File: src/rtl/fft_ctrl.sv
// fft_ctrl: sequencer for a radix-2^2 SDF FFT pipeline (BFI/BFII stages).
// Converts a valid/ready input stream into the pipeline advance enable,
// per-butterfly control bits and BFII -j rotate selects, zero-pads partial
// frames, flushes the pipeline, and tags outputs with valid/last/index.
//
// Optional feature macro: FFT_CTRL_BITREV_IDX_EN
//   defined   -> out_idx carries the bit-reversed (natural order) index
//   undefined -> out_idx is tied to 0
//
// state | meaning
// ------+--------------------------------------------------------------
// IDLE  | no frame in progress, counters cleared, waiting for a sample
// RUN   | accepting samples, one advance per accepted sample
// PAD   | zero-filling the remainder of a partial frame
// FLUSH | issuing D_T zero bubbles to drain the pipeline
module fft_ctrl #(
  parameter int  N_POINTS = 16,
  parameter int  BF_LAT   = 1,
  localparam int LOG2N    = $clog2(N_POINTS),
  localparam int S        = LOG2N / 2
) (
  input  logic             clk,
  input  logic             rst,
  input  logic             in_valid,
  output logic             in_ready,
  input  logic             flush,
  output logic             en,
  output logic             zero_in,
  output logic [2*S-1:0]   ctrl,
  output logic [S-1:0]     rot,
  output logic             out_valid,
  output logic             out_last,
  output logic [LOG2N-1:0] out_idx,
  output logic             busy
);

  localparam int D_T = N_POINTS - 1 + 2 * S * BF_LAT;
  localparam int FW  = $clog2(D_T + 1);

  localparam logic [FW-1:0]    D_T_F    = FW'(D_T);
  localparam logic [FW-1:0]    BUB_INIT = FW'(D_T - 1);
  localparam logic [LOG2N-1:0] D_T_G    = LOG2N'(D_T);

  localparam logic [1:0] ST_IDLE  = 2'd0;
  localparam logic [1:0] ST_RUN   = 2'd1;
  localparam logic [1:0] ST_PAD   = 2'd2;
  localparam logic [1:0] ST_FLUSH = 2'd3;

  logic [1:0]       state_q, state_d;
  logic [LOG2N-1:0] g_q, g_d;
  logic [FW-1:0]    fill_q, fill_d;
  logic [FW-1:0]    bub_q, bub_d;
  logic             out_valid_q, out_last_q;
  logic             adv_out;
  logic [LOG2N-1:0] oidx_nat;

  // Stream handshake and advance; everything is forced quiet while rst is high
  always_comb begin
    in_ready = ~rst & ((state_q == ST_IDLE) | (state_q == ST_RUN));
    zero_in  = ~rst & ((state_q == ST_PAD) | (state_q == ST_FLUSH));
    en       = zero_in | (in_valid & in_ready);
    busy     = ~rst & (state_q != ST_IDLE);
  end

  // Next-state and counter update; the flush decision sees g after this cycle's advance
  always_comb begin
    state_d = state_q;
    g_d     = g_q;
    fill_d  = fill_q;
    bub_d   = bub_q;
    if (en) begin
      g_d = g_q + 1'b1;
      if (fill_q != D_T_F) fill_d = fill_q + 1'b1;
    end
    case (state_q)
      ST_IDLE: if (en) state_d = ST_RUN;
      ST_RUN: begin
        if (flush) begin
          if (g_d != '0) begin
            state_d = ST_PAD;
          end else if (fill_d != '0) begin
            state_d = ST_FLUSH;
            bub_d   = BUB_INIT;
          end
        end
      end
      ST_PAD: begin
        if (g_d == '0) begin
          state_d = ST_FLUSH;
          bub_d   = BUB_INIT;
        end
      end
      ST_FLUSH: begin
        if (bub_q == '0) begin
          state_d = ST_IDLE;
          g_d     = '0;
          fill_d  = '0;
        end else begin
          bub_d = bub_q - 1'b1;
        end
      end
      default: state_d = ST_IDLE;
    endcase
  end

  // State and counter registers
  always_ff @(posedge clk) begin
    if (rst) begin
      state_q <= ST_IDLE;
      g_q     <= '0;
      fill_q  <= '0;
      bub_q   <= '0;
    end else begin
      state_q <= state_d;
      g_q     <= g_d;
      fill_q  <= fill_d;
      bub_q   <= bub_d;
    end
  end

  // Butterfly controls; a stage stays at 0 until its first real sample arrives
  for (genvar j = 0; j < 2 * S; j++) begin : g_bf
    localparam int DJ = N_POINTS - (N_POINTS >> j) + j * BF_LAT;
    logic [LOG2N-1:0] c;
    logic             primed;
    assign c = g_q - LOG2N'(DJ);
    if (j == 0) begin : g_first
      assign primed = 1'b1;
    end else begin : g_later
      assign primed = (fill_q >= FW'(DJ));
    end
    assign ctrl[j] = ~rst & primed & c[LOG2N-1-j];
    if (j % 2 == 1) begin : g_rot
      assign rot[j/2] = ~rst & primed & c[LOG2N-j] & ~c[LOG2N-j-1];
    end
  end

  // fill saturates at D_T, so equality marks an output advance
  assign adv_out  = en & (fill_q == D_T_F);
  assign oidx_nat = g_q - D_T_G;

  // Output tag registers, aligned with the last stage's registered output
  always_ff @(posedge clk) begin
    if (rst) begin
      out_valid_q <= 1'b0;
      out_last_q  <= 1'b0;
    end else begin
      out_valid_q <= adv_out;
      out_last_q  <= adv_out & (oidx_nat == '1);
    end
  end

  assign out_valid = out_valid_q;
  assign out_last  = out_last_q;

`ifdef FFT_CTRL_BITREV_IDX_EN
  logic [LOG2N-1:0] idx_rev;
  logic [LOG2N-1:0] out_idx_q;

  // Bit reversal turns the SDF output position into natural frequency order
  always_comb begin
    idx_rev = '0;
    for (int b = 0; b < LOG2N; b++) idx_rev[b] = oidx_nat[LOG2N-1-b];
  end

  // Index register, zero whenever the output is not valid
  always_ff @(posedge clk) begin
    if (rst) out_idx_q <= '0;
    else     out_idx_q <= adv_out ? idx_rev : '0;
  end

  assign out_idx = out_idx_q;
`else
  assign out_idx = '0;
`endif

endmodule

File: config.mk
export PLATFORM = sky130hd
export DESIGN_NAME = fft_ctrl
export DESIGN_NICKNAME = d
export VERILOG_FILES = /design/src/rtl/fft_ctrl.sv
export SDC_FILE = /design/constraint.sdc
export NUM_CORES = 1
export LEC_CHECK = 0
export CAP_MARGIN = 20
export CORE_AREA = 2 2 45 89
export DETAILED_ROUTE_END_ITERATION = 12
export DIE_AREA = 0 0 47 91
export PLACE_DENSITY = 0.65
export SLEW_MARGIN = 40
export SYNTH_ARGS = -nofsm -noshare
export SYNTH_HDL_FRONTEND = slang
export SYNTH_SLANG_ARGS = --single-unit
export TNS_END_PERCENT = 30
File: constraint.sdc
create_clock -name clk -period 2.5 [get_ports clk]
set_input_delay 0.25 -clock clk [delete_from_list [all_inputs] [get_ports clk]]
set_output_delay 0.25 -clock clk [all_outputs]
set_load 0.02 [all_outputs]
==> qor.yml <==
outcome: "finished clean"
yosys_warnings: 0
setup_ws_ns: 0.1786
hold_buffers: 0
avgViaCountPerCell: 5.235
crit_arrival_ns: 2.07
critPathCaptureType: "output pin"
ys_dominant_reg_cell: "dfxtp_1"
critPathRequiredTime_ns: 2.25
first_iter_violations: 38
final_core_util_pct: 48.21
finalHoldViolations: 0
drv_slew: 0
place_hpwl_um: 2589
cts_tree: "built"
ios: 20
grt.total_usage_pct: 17.49
layout.nets: 211
grt_max_degree: 12
overflow: 0
drc: 0
clk_latency_ns: 0.25
dr.pass1.iters: 4
wl_um: 3201
async_flop_share_pct: 0
synthAdderAreaFrac_pct: 10.76
area_growth_syn_to_layout_pct: 23.32
rsz0062_at_grt: "no"
crit_type: "flop to output pin"
place_ws_ns: -0.002826
synth_top_family_by_area: "simple AND/OR/NAND/NOR gates"
place_congestion: 0.8031
fp.dieH_um: 91
syn_area_um2: 1395
numCtsBuffers: 3
drive_above_1_share_pct: 15.46
r2r-end: "bub_q[1]"
clock-root-buffer: "clkbuf_8"
clk_pin_slew_worst_paths_ns: 0.07
drtAntennaViolNets: 0
worst_ir_drop_vdd_mv: 0.3691
grt_pass1_wl_um: 5623
via_count: 1272
wl_per_cell_um: 13.17
drv_cap: 0
synth_enable_flop_cells: 0
synth.avg_cell_area_um2: 8.111
timing.final.crit_period_ns: 2.321
synth.area.mux_share_pct: 2.152
synthCells: 172
grt_pass1_vias: 1283
diodes: 0
layout_commonest_cell: "nor2_1"
stdcell_count: 243
period_share_pct: 92.85
ys_ff_latch: 18
clock-sinks: 18
worstHoldEndpoint: "state_q[1]"
die_area_um2: 4277
coreArea_um2: 3568
dp_cells: 239
postPlaceCellArea_um2: 1632
antenna_found_initial: 0
yosys.area_share.simple_pct: 23.41
stdcell_area_um2: 1720
synthDistinctLibCells: 52
setup_violations: 0
regToRegStartpoint: "fill_q[1]"
netlist.area_leader.share_pct: 25.83
rows: 31
leakagePower_nw: 0.7561
timing.fmax_ghz: 0.4308
synth-compound-area-share_pct: 22.33
cellPowerDensity_nw_per_um2: 775.7
reg2reg_slack_ns: 0.18
min_from: "state_q[1]"
cts.path.max_buffers: 2
synth.area.top_cells: "dfxtp_1, ha_1, nor2_1"
portBuffers: 15
synth_top_area_cell: "dfxtp_1"
htree_num_levels: 1
initial_utilization_pct: 39.10
start_kind: "flop"
crit_path_max_fanout: 7
cts_setup_buffers: 0
r2r_cells: 8
die_w_um: 47
seq_area_frac_synth_pct: 25.83
skew_ns: 0.003741
holdCritPathClass: "flop to flop"
final_cell_mix: "nor2_1, dfxtp_1, inv_1"
synth_xor_xnor_area_share_pct: 6.278
whs_path_depth: 2
[worst max-delay path by stage]
stage | from | endpoint | slack (ns) | cells after the start
6_report | fill_q[0] | ctrl[1] | 0.18 | 6
2_1_floorplan | g_q[0] | state_q[1] | 0.33 | 9
3_5_place_dp | state_q[1] | bub_q[1] | -0.003 | 8
3_3_place_gp | state_q[0] | bub_q[2] | 0.16 | 8
5_1_grt | fill_q[1] | bub_q[1] | 0.03 | 8
4_1_cts | fill_q[0] | rot[1] | 0.002 | 5
[state kept, by name, indices dropped and copies added, names as in the netlist]
| signal | count |
|---|---|
| state_q | 2 |
| out_last | 1 |
| out_valid | 1 |
| fill_q | 5 |
| g_q | 4 |
| bub_q | 5 |
[power breakdown]
part	internal (mW)	switching, mW	total, mW
clock network	0.140	0.102	0.242
logic	0.324	0.391	0.715
registers	0.334	0.0434	0.377
total	0.798	0.536	1.33
[what timing repair did]
item / in CTS / in global routing
endpoints found under the setup margin: 4 / 10
gates resized for setup: 3 / 7
gates cloned: 0 / 0
pin swaps: 0 / 1
[through the flow]
| step | setup TNS, ns | hold slack [ns] | total power, mW |
|---|---|---|---|
| 2_1_floorplan | 0 | 0.4600 | 0.8914 |
| 3_3_place_gp | 0 | 0.4939 | 1.054 |
| 3_5_place_dp | -0.002826 | 0.5106 | 1.082 |
| 4_1_cts | 0 | 0.5222 | 1.332 |
| 5_1_grt | 0 | 0.5482 | 1.453 |
| 6_report | 0 | 0.4899 | 1.335 |
[layer usage]
metal,wire length (µm),vias to the layer above,global-route usage [%]
met2,1874,21,30.48
li1,-,639,-
met4,104,0,9.028
met5,0,-,0
met3,70,8,2.783
met1,1151,604,18.47
[worst max-delay path: stages (launching register included)]
cell and delay (ns):
dfxtp_1 0.37, ha_1 0.21, or4_1 0.55, a21o_1 0.20, nand2_1 0.11, nor2_1 0.06
dlygate4sd2_1 0.31
[synth_stat cells (2+ instances only)]
master     count
nand3_1        4
a21oi_1        4
o211a_1        2
a31oi_1        2
or4_1          2
buf_2          4
inv_1         14
o31ai_1        3
a211oi_1       3
a41o_1         2
nor3_1         4
a311oi_1       4
o2bb2ai_1      2
nand2b_1       2
clkbuf_1       2
nor2b_1        3
mux2i_1        3
xor2_1         2
xnor2_1        8
nand2_1       12
nor2_1        25
buf_4          4
and2_1         2
dfxtp_1       18
ha_1          12
and3_1         2
o21ai_0        2
[cell families (layout without fill, tap and decap cells)]
kind of cell | after synthesis | in the layout
adder cells (fa/ha/maj) | 12 | 12
flip-flops | 18 | 18
XOR/XNOR | 10 | 10
AND/OR/NAND/NOR | 65 | 65
AO/OA/AOI/OAI | 37 | 37
buffers and inverters | 26 | 45
other | 1 | 4
multiplexers | 3 | 3
[layout make-up]
cell class,instances,area (µm²)
clock buffers,4,55.05
fillers,376,1848
inverters,15,56.30
flip-flops and latches,18,361.6
multi-input cells,131,950.9
well taps,49,61.31
repair buffers,26,235.2
No activity file was read; power rests on OpenSTA's default activity.
